<file path="config.mk">
export PLATFORM = sky130hd
export DESIGN_NAME = dma_chan_regs
export DESIGN_NICKNAME = d
export VERILOG_FILES = /design/src/rtl/dma_regs_pkg.sv /design/src/rtl/dma_chan_ctrl.sv /design/src/rtl/dma_chan_regs.sv
export SDC_FILE = /design/constraint.sdc
export NUM_CORES = 2
export LEC_CHECK = 0
export CAP_MARGIN = 40
export CORE_MARGIN = 3
export CORE_UTILIZATION = 30
export CTS_BUF_LIST = sky130_fd_sc_hd__clkbuf_4 sky130_fd_sc_hd__clkbuf_8 sky130_fd_sc_hd__clkbuf_16
export CTS_CLUSTER_SIZE = 16
export DETAILED_ROUTE_END_ITERATION = 6
export GPL_TIMING_DRIVEN = 0
export PLACE_DENSITY = 0.57
export SYNTH_ARGS = -nofsm -noshare
export SYNTH_HDL_FRONTEND = slang
export SYNTH_SLANG_ARGS = --single-unit
export TNS_END_PERCENT = 30
</file>
<file path="constraint.sdc">
create_clock -name ACLK -period 5.2 [get_ports ACLK]
set_clock_uncertainty 0.15 [all_clocks]
set_input_delay 0.78 -clock ACLK [delete_from_list [all_inputs] [get_ports ACLK]]
set_output_delay 0.78 -clock ACLK [all_outputs]
set_load 0.01 [all_outputs]
</file>
<file path="src/rtl/dma_regs_pkg.sv">
// dma_regs_pkg: shared definitions for the DMA channel register bank.
//   Channel word offsets, per-channel FSM encoding, STATUS/CTRL bit positions,
//   the unmapped-read pattern and byte-strobe helpers.
package dma_regs_pkg;

  // Word offsets inside one 8-word channel window
  localparam logic [2:0] OffAddr     = 3'd0;
  localparam logic [2:0] OffLbaLo    = 3'd1;
  localparam logic [2:0] OffLbaHi    = 3'd2;
  localparam logic [2:0] OffCount    = 3'd3;
  localparam logic [2:0] OffType     = 3'd4;
  localparam logic [2:0] OffCtrl     = 3'd5;
  localparam logic [2:0] OffStatus   = 3'd6;
  localparam logic [2:0] OffLastAddr = 3'd7;

  typedef enum logic [1:0] {
    StIdle = 2'd0,
    StPend = 2'd1,
    StBusy = 2'd2
  } chan_state_e;

  // STATUS layout: [1:0] state, sticky bits, [31:16] completion count
  localparam int unsigned StatDone   = 2;
  localparam int unsigned StatErr    = 3;
  localparam int unsigned StatCmdErr = 4;

  // CTRL command bits
  localparam int unsigned CtrlStart = 0;
  localparam int unsigned CtrlAbort = 1;
  localparam int unsigned CtrlClear = 2;

  localparam logic [31:0] DefaultRdata = 32'hd34db33f;

  function automatic logic [31:0] strb_to_mask(input logic [3:0] strb);
    logic [31:0] mask;
    for (int i = 0; i < 4; i++) begin
      mask[8*i +: 8] = {8{strb[i]}};
    end
    return mask;
  endfunction

  // Bytes with a cleared strobe keep their old value
  function automatic logic [31:0] byte_merge(input logic [31:0] old_val,
                                             input logic [31:0] new_val,
                                             input logic [31:0] mask);
    return (old_val & ~mask) | (new_val & mask);
  endfunction

endpackage

</file>
<file path="src/rtl/dma_chan_ctrl.sv">
// dma_chan_ctrl: one DMA channel's configuration registers, start/ack/done FSM,
// sticky status bits and 16-bit completion counter.
// Ports:
//   ACLK, ARESETN          clock, synchronous active-low reset
//   wr_en/wr_off           write to this channel's window at word offset wr_off
//   wr_data/wr_mask        raw write data and expanded byte-strobe mask
//   rd_off/rd_data         combinational register read at word offset rd_off
//   mem_address, lba,
//   sector_cnt, dma_type   command fields towards the engine
//   dma_req/dma_ack        request level (held in PEND) and engine accept
//   dma_done/dma_err       completion pulse and its error qualifier
//   done_evt               completion accepted this cycle (feeds IRQ pending)
module dma_chan_ctrl
  import dma_regs_pkg::*;
#(
  parameter int unsigned DMA_ALIGN = 7,
  parameter int unsigned CNT_W     = 16
) (
  input  logic             ACLK,
  input  logic             ARESETN,
  input  logic             wr_en,
  input  logic [2:0]       wr_off,
  input  logic [31:0]      wr_data,
  input  logic [31:0]      wr_mask,
  input  logic [2:0]       rd_off,
  output logic [31:0]      rd_data,
  output logic [31:0]      mem_address,
  output logic [47:0]      lba,
  output logic [CNT_W-1:0] sector_cnt,
  output logic             dma_type,
  output logic             dma_req,
  input  logic             dma_ack,
  input  logic             dma_done,
  input  logic             dma_err,
  output logic             done_evt
);

  localparam logic [31:0] AlignMask = ~((32'd1 << DMA_ALIGN) - 32'd1);

  chan_state_e state_q, state_d;

  logic [31:0]      addr_q;
  logic [31:0]      lba_lo_q;
  logic [15:0]      lba_hi_q;
  logic [CNT_W-1:0] count_q;
  logic             type_q;
  logic [31:0]      last_addr_q;
  logic [15:0]      cmpl_cnt_q;
  logic             done_q, err_q, cmd_err_q;

  logic ctrl_wr, cfg_wr, start, abort, clr, in_idle, cmd_err_set;
  logic [31:0] status;

  assign in_idle = (state_q == StIdle);
  assign ctrl_wr = wr_en && (wr_off == OffCtrl);
  assign cfg_wr  = wr_en && (wr_off <= OffType);
  assign start   = ctrl_wr && wr_data[CtrlStart] && wr_mask[CtrlStart];
  assign abort   = ctrl_wr && wr_data[CtrlAbort] && wr_mask[CtrlAbort];
  assign clr     = ctrl_wr && wr_data[CtrlClear] && wr_mask[CtrlClear];

  // Config writes and restarts are only legal while idle
  assign cmd_err_set = !in_idle && (cfg_wr || start);

  // FSM state register
  always_ff @(posedge ACLK) begin
    if (!ARESETN) begin
      state_q <= StIdle;
    end else begin
      state_q <= state_d;
    end
  end

  // FSM next state
  always_comb begin
    state_d = state_q;
    unique case (state_q)
      StIdle: if (start) state_d = StPend;
      // An ack in the same cycle as abort wins: the engine has already taken the command
      StPend: begin
        if (dma_ack) begin
          state_d = StBusy;
        end else if (abort) begin
          state_d = StIdle;
        end
      end
      StBusy: if (dma_done) state_d = StIdle;
      default: state_d = StIdle;
    endcase
  end

  // FSM outputs
  always_comb begin
    dma_req  = (state_q == StPend);
    done_evt = (state_q == StBusy) && dma_done;
  end

  // Config registers, sticky status and counter
  always_ff @(posedge ACLK) begin
    if (!ARESETN) begin
      addr_q      <= '0;
      lba_lo_q    <= '0;
      lba_hi_q    <= '0;
      count_q     <= '0;
      type_q      <= 1'b0;
      last_addr_q <= '0;
      cmpl_cnt_q  <= '0;
      done_q      <= 1'b0;
      err_q       <= 1'b0;
      cmd_err_q   <= 1'b0;
    end else begin
      if (cfg_wr && in_idle) begin
        unique case (wr_off)
          OffAddr:  addr_q   <= byte_merge(addr_q, wr_data, wr_mask);
          OffLbaLo: lba_lo_q <= byte_merge(lba_lo_q, wr_data, wr_mask);
          OffLbaHi: lba_hi_q <= 16'(byte_merge({16'h0, lba_hi_q}, wr_data, wr_mask));
          OffCount: count_q  <= CNT_W'(byte_merge(32'(count_q), wr_data, wr_mask));
          OffType:  type_q   <= 1'(byte_merge({31'h0, type_q}, wr_data, wr_mask));
          default: ;
        endcase
      end
      // Clear first so that a same-cycle set overrides it
      if (clr) begin
        done_q    <= 1'b0;
        err_q     <= 1'b0;
        cmd_err_q <= 1'b0;
      end
      if (done_evt) begin
        done_q      <= 1'b1;
        err_q       <= dma_err;
        last_addr_q <= addr_q;
        cmpl_cnt_q  <= cmpl_cnt_q + 16'd1;
      end
      if (cmd_err_set) begin
        cmd_err_q <= 1'b1;
      end
    end
  end

  always_comb begin
    status             = '0;
    status[1:0]        = state_q;
    status[StatDone]   = done_q;
    status[StatErr]    = err_q;
    status[StatCmdErr] = cmd_err_q;
    status[31:16]      = cmpl_cnt_q;
  end

  always_comb begin
    rd_data = '0;
    unique case (rd_off)
      OffAddr:     rd_data = addr_q;
      OffLbaLo:    rd_data = lba_lo_q;
      OffLbaHi:    rd_data = {16'h0, lba_hi_q};
      OffCount:    rd_data = 32'(count_q);
      OffType:     rd_data = {31'h0, type_q};
      OffCtrl:     rd_data = '0;
      OffStatus:   rd_data = status;
      OffLastAddr: rd_data = last_addr_q;
      default:     rd_data = '0;
    endcase
  end

  assign mem_address = addr_q & AlignMask;
  assign lba         = {lba_hi_q, lba_lo_q};
  assign sector_cnt  = count_q;
  assign dma_type    = type_q;

endmodule

</file>
<file path="src/rtl/dma_chan_regs.sv">
// dma_chan_regs: multi-channel DMA command register bank on the BRAM-style slave port.
//   Decodes word addresses [7:0], builds the byte-strobe mask, instantiates one
//   dma_chan_ctrl per channel, muxes the registered read data and drives irq.
// Ports:
//   ACLK, ARESETN               clock, synchronous active-low reset
//   bram_waddr/wdata/wstb/wen   write port (byte-merged writes)
//   bram_raddr/ren/regen/rdata  read port: ren latches address, regen loads rdata
//   mem_address, lba, sector_cnt, dma_type, dma_req   per-channel command outputs
//   dma_ack, dma_done, dma_err  per-channel engine handshake inputs
//   irq                         registered interrupt
// Optional feature macro DMA_REGS_IRQ_EN: adds IRQ_MASK / IRQ_PEND words after the last
// channel window; when undefined irq is tied low and those words read the default pattern.
module dma_chan_regs
  import dma_regs_pkg::*;
#(
  parameter int unsigned CHANNELS  = 4,
  parameter logic [7:0]  CHAN_BASE = 8'hc0,
  parameter int unsigned DMA_ALIGN = 7,
  parameter int unsigned CNT_W     = 16
) (
  input  logic                      ACLK,
  input  logic                      ARESETN,
  input  logic [31:0]               bram_waddr,
  input  logic [31:0]               bram_wdata,
  input  logic [3:0]                bram_wstb,
  input  logic                      bram_wen,
  input  logic [31:0]               bram_raddr,
  input  logic                      bram_ren,
  input  logic                      bram_regen,
  output logic [31:0]               bram_rdata,
  output logic [CHANNELS*32-1:0]    mem_address,
  output logic [CHANNELS*48-1:0]    lba,
  output logic [CHANNELS*CNT_W-1:0] sector_cnt,
  output logic [CHANNELS-1:0]       dma_type,
  output logic [CHANNELS-1:0]       dma_req,
  input  logic [CHANNELS-1:0]       dma_ack,
  input  logic [CHANNELS-1:0]       dma_done,
  input  logic [CHANNELS-1:0]       dma_err,
  output logic                      irq
);

  // 9-bit address arithmetic so windows ending at 0x100 still decode
  localparam logic [8:0] ChanLo   = {1'b0, CHAN_BASE};
  localparam logic [8:0] ChanSpan = 9'(8 * CHANNELS);
  localparam logic [8:0] IrqBase  = 9'(32'(CHAN_BASE) + 8 * CHANNELS);
  localparam logic [8:0] IrqPend  = 9'(32'(IrqBase) + 1);

  logic [31:0]         wmask;
  logic [8:0]          w_rel, r_rel;
  logic                w_hit, r_hit;
  logic [CHANNELS-1:0] chan_wr_en;
  logic [CHANNELS-1:0] done_evt;
  logic [31:0]         chan_rdata [CHANNELS];
  logic [7:0]          raddr_q;
  logic [31:0]         rdata_q, rdata_d;

  logic unused_addr_hi;
  assign unused_addr_hi = ^{bram_waddr[31:8], bram_raddr[31:8]};

  assign wmask = strb_to_mask(bram_wstb);

  always_comb begin
    w_rel = {1'b0, bram_waddr[7:0]} - ChanLo;
    w_hit = ({1'b0, bram_waddr[7:0]} >= ChanLo) && (w_rel < ChanSpan);
    r_rel = {1'b0, raddr_q} - ChanLo;
    r_hit = ({1'b0, raddr_q} >= ChanLo) && (r_rel < ChanSpan);
    chan_wr_en = '0;
    for (int unsigned c = 0; c < CHANNELS; c++) begin
      chan_wr_en[c] = bram_wen && w_hit && (w_rel[5:3] == 3'(c));
    end
  end

  for (genvar c = 0; c < CHANNELS; c++) begin : g_chan
    dma_chan_ctrl #(
      .DMA_ALIGN(DMA_ALIGN),
      .CNT_W    (CNT_W)
    ) u_chan (
      .ACLK       (ACLK),
      .ARESETN    (ARESETN),
      .wr_en      (chan_wr_en[c]),
      .wr_off     (w_rel[2:0]),
      .wr_data    (bram_wdata),
      .wr_mask    (wmask),
      .rd_off     (r_rel[2:0]),
      .rd_data    (chan_rdata[c]),
      .mem_address(mem_address[c*32 +: 32]),
      .lba        (lba[c*48 +: 48]),
      .sector_cnt (sector_cnt[c*CNT_W +: CNT_W]),
      .dma_type   (dma_type[c]),
      .dma_req    (dma_req[c]),
      .dma_ack    (dma_ack[c]),
      .dma_done   (dma_done[c]),
      .dma_err    (dma_err[c]),
      .done_evt   (done_evt[c])
    );
  end

`ifdef DMA_REGS_IRQ_EN
  logic [CHANNELS-1:0] irq_mask_q, irq_pend_q, pend_w1c;
  logic                irq_q, mask_wr, pend_wr;

  assign mask_wr  = bram_wen && ({1'b0, bram_waddr[7:0]} == IrqBase);
  assign pend_wr  = bram_wen && ({1'b0, bram_waddr[7:0]} == IrqPend);
  assign pend_w1c = pend_wr ? CHANNELS'(bram_wdata & wmask) : '0;

  always_ff @(posedge ACLK) begin
    if (!ARESETN) begin
      irq_mask_q <= '0;
      irq_pend_q <= '0;
      irq_q      <= 1'b0;
    end else begin
      if (mask_wr) begin
        irq_mask_q <= CHANNELS'(byte_merge(32'(irq_mask_q), bram_wdata, wmask));
      end
      // New completions override a same-cycle clear
      irq_pend_q <= (irq_pend_q & ~pend_w1c) | done_evt;
      irq_q      <= |(irq_pend_q & irq_mask_q);
    end
  end

  assign irq = irq_q;
`else
  logic unused_done_evt;
  assign unused_done_evt = |done_evt;
  assign irq = 1'b0;
`endif

  always_comb begin
    rdata_d = DefaultRdata;
    if (r_hit) begin
      for (int unsigned c = 0; c < CHANNELS; c++) begin
        if (r_rel[5:3] == 3'(c)) rdata_d = chan_rdata[c];
      end
    end
`ifdef DMA_REGS_IRQ_EN
    if ({1'b0, raddr_q} == IrqBase) rdata_d = 32'(irq_mask_q);
    if ({1'b0, raddr_q} == IrqPend) rdata_d = 32'(irq_pend_q);
`endif
  end

  always_ff @(posedge ACLK) begin
    if (!ARESETN) begin
      raddr_q <= '0;
      rdata_q <= '0;
    end else begin
      if (bram_ren) raddr_q <= bram_raddr[7:0];
      if (bram_regen) rdata_q <= rdata_d;
    end
  end

  assign bram_rdata = rdata_q;

endmodule

</file>
* After elaboration in Yosys (flattened, before gate mapping) *
Cells that the tools add are included.

cells by class
  $add $sub $neg = 6
  $lt $le $gt $ge = 5
  eq/ne operators = 38
  multiplexer cells = 45
  bitwise gates (word level) = 42
  reduce and logical (&&, ||, !) cells = 99

operator list
  kind                                                                          count
  32-bit case mux with 8 select lines                                           4
  32-bit AND                                                                    9
  32-bit bitwise OR                                                             8
  32-bit two-way mux                                                            5
  16-bit AND                                                                    8
  16-bit bitwise OR                                                             8
  16-bit by 1-bit adder with 16-bit output, second input constant               4
  1-bit logical AND                                                             51
  2-bit AND reduction                                                           20
  2-bit two-way mux                                                             16
  32-bit NOT                                                                    1
  3-bit by 2-bit == test with 1-bit output, second input constant               8
  2-bit case mux with 3 select lines                                            4
  3-bit == test, second input constant                                          6
  9-bit by 6-bit less-than comparator with 1-bit output, second input constant  2
  8-bit by 8-bit subtractor with 9-bit output, second input constant            2
  8-bit >= comparator, second input constant                                    2
  1-bit two-way mux                                                             16
  2-bit nonzero test                                                            8
  3-bit by 1-bit == test with 1-bit output, second input constant               4
  3-bit logical NOT                                                             4
  3-bit inequality test, second input constant                                  4
  3-bit AND reduction                                                           4
  2-bit by 1-bit == test with 1-bit output, second input constant               4
  9 further kinds                                                               33

word-level totals
  flip-flop bits (word level) = 640

* Logic depth before layout (Yosys ltp) *
  word-level depth = 11
  gate-level depth with buffers = 9

* Modules after synthesis *
Synthesis repeated with hierarchy kept, for this count alone.

unflattened totals
  cells, all modules = 3782
  area total of the unflattened synthesis = 32162.1 µm²

by module, submodules not included
  module                                instances  cells each  area each (µm²)
  dma_chan_ctrl (g_chan[0].u_chan ...)  2          882         7450.9
  dma_chan_ctrl (g_chan[2].u_chan ...)  2          881         7448.4
  dma_chan_regs                         1          256         2363.5

* Least setup slack after synthesis *
No wires, ideal clock.

  path type = input-to-reg
  start point = input port bram_waddr[5]
  end point = register (tool-made name)
  library setup time = 0.128 ns
  arrival = 2.257 ns
  required time = 4.922 ns
  path slack = 2.665 ns
  stages on the path = 7
  path buffers = 2
  path through = and4b_1 nand3b_1 buf_2 buf_2 nor3_4 mux2i_1 nor2_1

RTL lines
  what                RTL line             source
  start: declaration  dma_chan_regs.sv:23  input logic [31:0] bram_waddr,

* Worst setup path in the final report *
  start point = register raddr_q[1]
  end point = register rdata_q[16] (netlist: bram_rdata[16])

on the way
  cells in the longest elaborated chain, start to end = 8
  elaborated cells on any way between the ends = 25

RTL lines
  what                                         RTL line              source
  start: declaration                           dma_chan_regs.sv:54   logic [7:0] raddr_q;
  start signal: assignment                     dma_chan_regs.sv:146  if (bram_ren) raddr_q <= bram_raddr[7:0];
  8-bit by 8-bit subtractor with 9-bit output  dma_chan_regs.sv:65   r_rel = {1'b0, raddr_q} - ChanLo;
  3-bit == test, or another cell as far along  dma_chan_ctrl.sv:150  unique case (rd_off)
  32-bit case mux with 8 select lines          dma_chan_ctrl.sv:150
  32-bit two-way mux (4 in a row)              dma_chan_regs.sv:132  if (r_rel[5:3] == 3'(c)) rdata_d = chan_rdata[c];
  32-bit two-way mux (*)                       dma_chan_regs.sv:130  if (r_hit) begin
  end signal: assignment                       dma_chan_regs.sv:147  if (bram_regen) rdata_q <= rdata_d;
  end: declaration                             dma_chan_regs.sv:55   logic [31:0] rdata_q, rdata_d;

Every way passes the cells marked *; elsewhere a longest branch is shown, timed or not.
A chain may end at the register's enable or synchronous reset.

==> flow_metrics.tcl <==
set metrics [dict create \
    status "complete, no violations" \
    clkPwrFrac 0.465 \
    whs_ns 0.304 \
    min_period_ns 3.75 \
    final_cell_area_um2 39000 \
    synth_edf_count 0 \
    pwr-share-seq 0.443 \
    rows 114 \
    clkLatencyLatePin_ns 0.64 \
    cts_buffers 71 \
    post_cts_resized 0 \
    placed_cell_area_um2 36700 \
    remaining_drc_errors 0 \
    nFillCells 9961 \
    finalWirelength_um 161000 \
    worstSetupPathType "flop to flop" \
    slew_violations 0 \
    syn_inst 3308 \
    ant_nets 0 \
    synth_common_cells "dfxtp_1, nor2_1, mux2i_1" \
    ctsHtreeMaxLevel 3 \
    setup_ws_ns 1.45 \
    syn_to_final_growth_pct 31.0 \
    drt_iter0_markers 3978 \
    cts_buffer_depth 3 \
    critPathArrivalTime_ns 4.15 \
    top_level_ports 542 \
    max_slew.worst_pin.slew_ns 1.13 \
    hp-class "flop to flop" \
    ys_seq_elements 640 \
    grt_pass1_wl_um 217000 \
    gp_congestion 1.01 \
    antenna_found_initial 17 \
    rr_startpoint "raddr_q[1]$_SDFFE_PN0P_" \
    rsz0062_at_grt "no" \
    yosysTopAreaCellShare 0.430 \
    die-area_um2 103000 \
    grt_overflow 0 \
    relSlewSlack 0.246 \
    postCtsHoldBufs 0 \
    cp.required_ns 5.60 \
    ys.flop_type "dfxtp_1" \
    yosysMostFrequentCell "dfxtp_1" \
    post-cts-setup-buffers 0 \
    switching_power_uw 2990 \
    clock.fmax_mhz 267 \
    die_width_um 321 \
    dp_hpwl_um 125000 \
    die_h_um 321 \
    synthesis.area_um2 29800 \
    min_from "g_chan[3].u_chan.last_addr_q[7]$_SDFFE_PN0P_" \
    worst_ir_drop_vdd_v 0.000206 \
    p_int_uw 8180 \
    via_per_inst 5.61 \
    setup_viol 0 \
    first_pass_iters 7 \
    async_flop_share 0 \
    hold_violations 0 \
    ys_seq_area_frac 0.430 \
    drv_cap 0 \
    pwr-share-comb 0.093 \
    vias 29456 \
    power_switching_share 0.268 \
    core_area_um2 97600 \
    track_usage 0.298 \
    cts_tree "built" \
    crit_path_start "raddr_q[1]$_SDFFE_PN0P_" \
    yosys.area.top_type "dfxtp_1" \
    grt_pass1_vias 27270 \
    pre_cts_slack_ns 1.27 \
    layout-drive-gt1-share 0.125 \
    cts_sinks 640 \
    period_share 0.721 \
    synth_cell_types 70 \
    cts-root-buf "clkbuf_16" \
    syn_area_per_cell_um2 9.01 \
    port_buffers 444 \
    fin_setup_tns_ns 0 \
    nNetsFinal 4031 \
    grt_max_degree 14 \
    routedWlPerCell_um 30.6 \
    powerDensity_nw_per_um2 286 \
    worst_setup_path_start_kind "flop" \
    yosys_warnings 0 \
    clkTransAtPathRegs_ns 0.07 \
    end_kind "flop" \
    initial_core_util 0.305 \
    critPathMaxFanout 10 \
    synth_area_leaders "dfxtp_1, mux2i_1, nor2_1" \
    leakage_uw 0.0138 \
]
layer usage:
layer,track usage,routed length (um),vias to the layer above
li1,-,-,12752
met1,0.379,62700,14372
met2,0.455,69500,1933
met3,0.0914,19000,395
met4,0.155,9390,4
met5,0,27,-
cells in the final DEF (no fill, tap or decap), types with 42 or more instances in the layout:
cell	netlist	final
buf_4	145	149
clkdlybuf4s50_1	0	444
dfxtp_1	640	640
a22o_1	42	42
a22oi_1	50	50
o21ai_0	72	72
clkbuf_16	0	71
a21oi_1	255	255
nand3_1	56	56
nor2_1	498	498
mux2i_1	438	438
buf_2	63	64
a221oi_1	44	44
clkbuf_1	176	176
nand2_1	327	327
power groups by stage:
stage | Sequential (uW) | Clock (uW) | Combinational [uW]
5_1_grt | 4940 | 5400 | 1040
3_5_place_dp | 5050 | 0 | 978
4_1_cts | 4940 | 5200 | 981
3_3_place_gp | 5050 | 0 | 934
6_report | 4950 | 5190 | 1030
2_1_floorplan | 5040 | 0 | 444
per-stage QoR:
step / cells / total power (uW) / utilization
after CTS: 5234 / 11100 / 0.400
after global placement: 5056 / 5990 / 0.368
after floorplan: 3336 / 5490 / -
after detailed placement: 5113 / 6030 / 0.376
after global routing: 5237 / 11400 / 0.400
final: 5246 / 11200 / 0.400
critical path, stage by stage, from the launching register on:
cell and delay, ns:
dfxtp_1 0.66, or3_1 0.29, buf_2 0.50, clkbuf_1 0.79, clkbuf_1 0.79, o211ai_1 0.22, a31oi_1 0.23
cells by family (layout without fill, tap and decap cells):
group                    count (synthesis)  after routing  synth area share
flip-flops                             640            640             0.430
AND/OR/NAND/NOR                       1081           1081             0.168
multiplexers                           493            493             0.175
other                                    1             41          0.000126
adder cells (fa/ha/maj)                  4              4           0.00168
XOR/XNOR                                45             45            0.0132
AO/OA/AOI/OAI                          621            621             0.137
buffers and inverters                  423           1045            0.0742
final cells by class:
cell class                 instances  area, um2  area share
antenna                           12       30.0    0.000769
buffer                           402       2130      0.0546
clock buffer                      99       2070      0.0530
clock inverter                    22        264     0.00676
inverter                          21       78.8     0.00202
multi-input combinational       2273      14900       0.381
sequential                       640      12800       0.328
tap                             1276       1600      0.0409
timing repair buffer             501       5170       0.133
path summary, 6_finish.rpt:
path | slack (ns) | cells past startpoint | end
max | 1.45 | 6 | bram_rdata[16]$_SDFFE_PN0P_
min | 0.30 | 2 | g_chan[3].u_chan.last_addr_q[7]$_SDFFE_PN0P_
max reg2reg | 1.45 | 6 | bram_rdata[16]$_SDFFE_PN0P_
min reg2reg | 0.30 | 2 | g_chan[3].u_chan.last_addr_q[7]$_SDFFE_PN0P_
(Power assumes the default switching activity.)
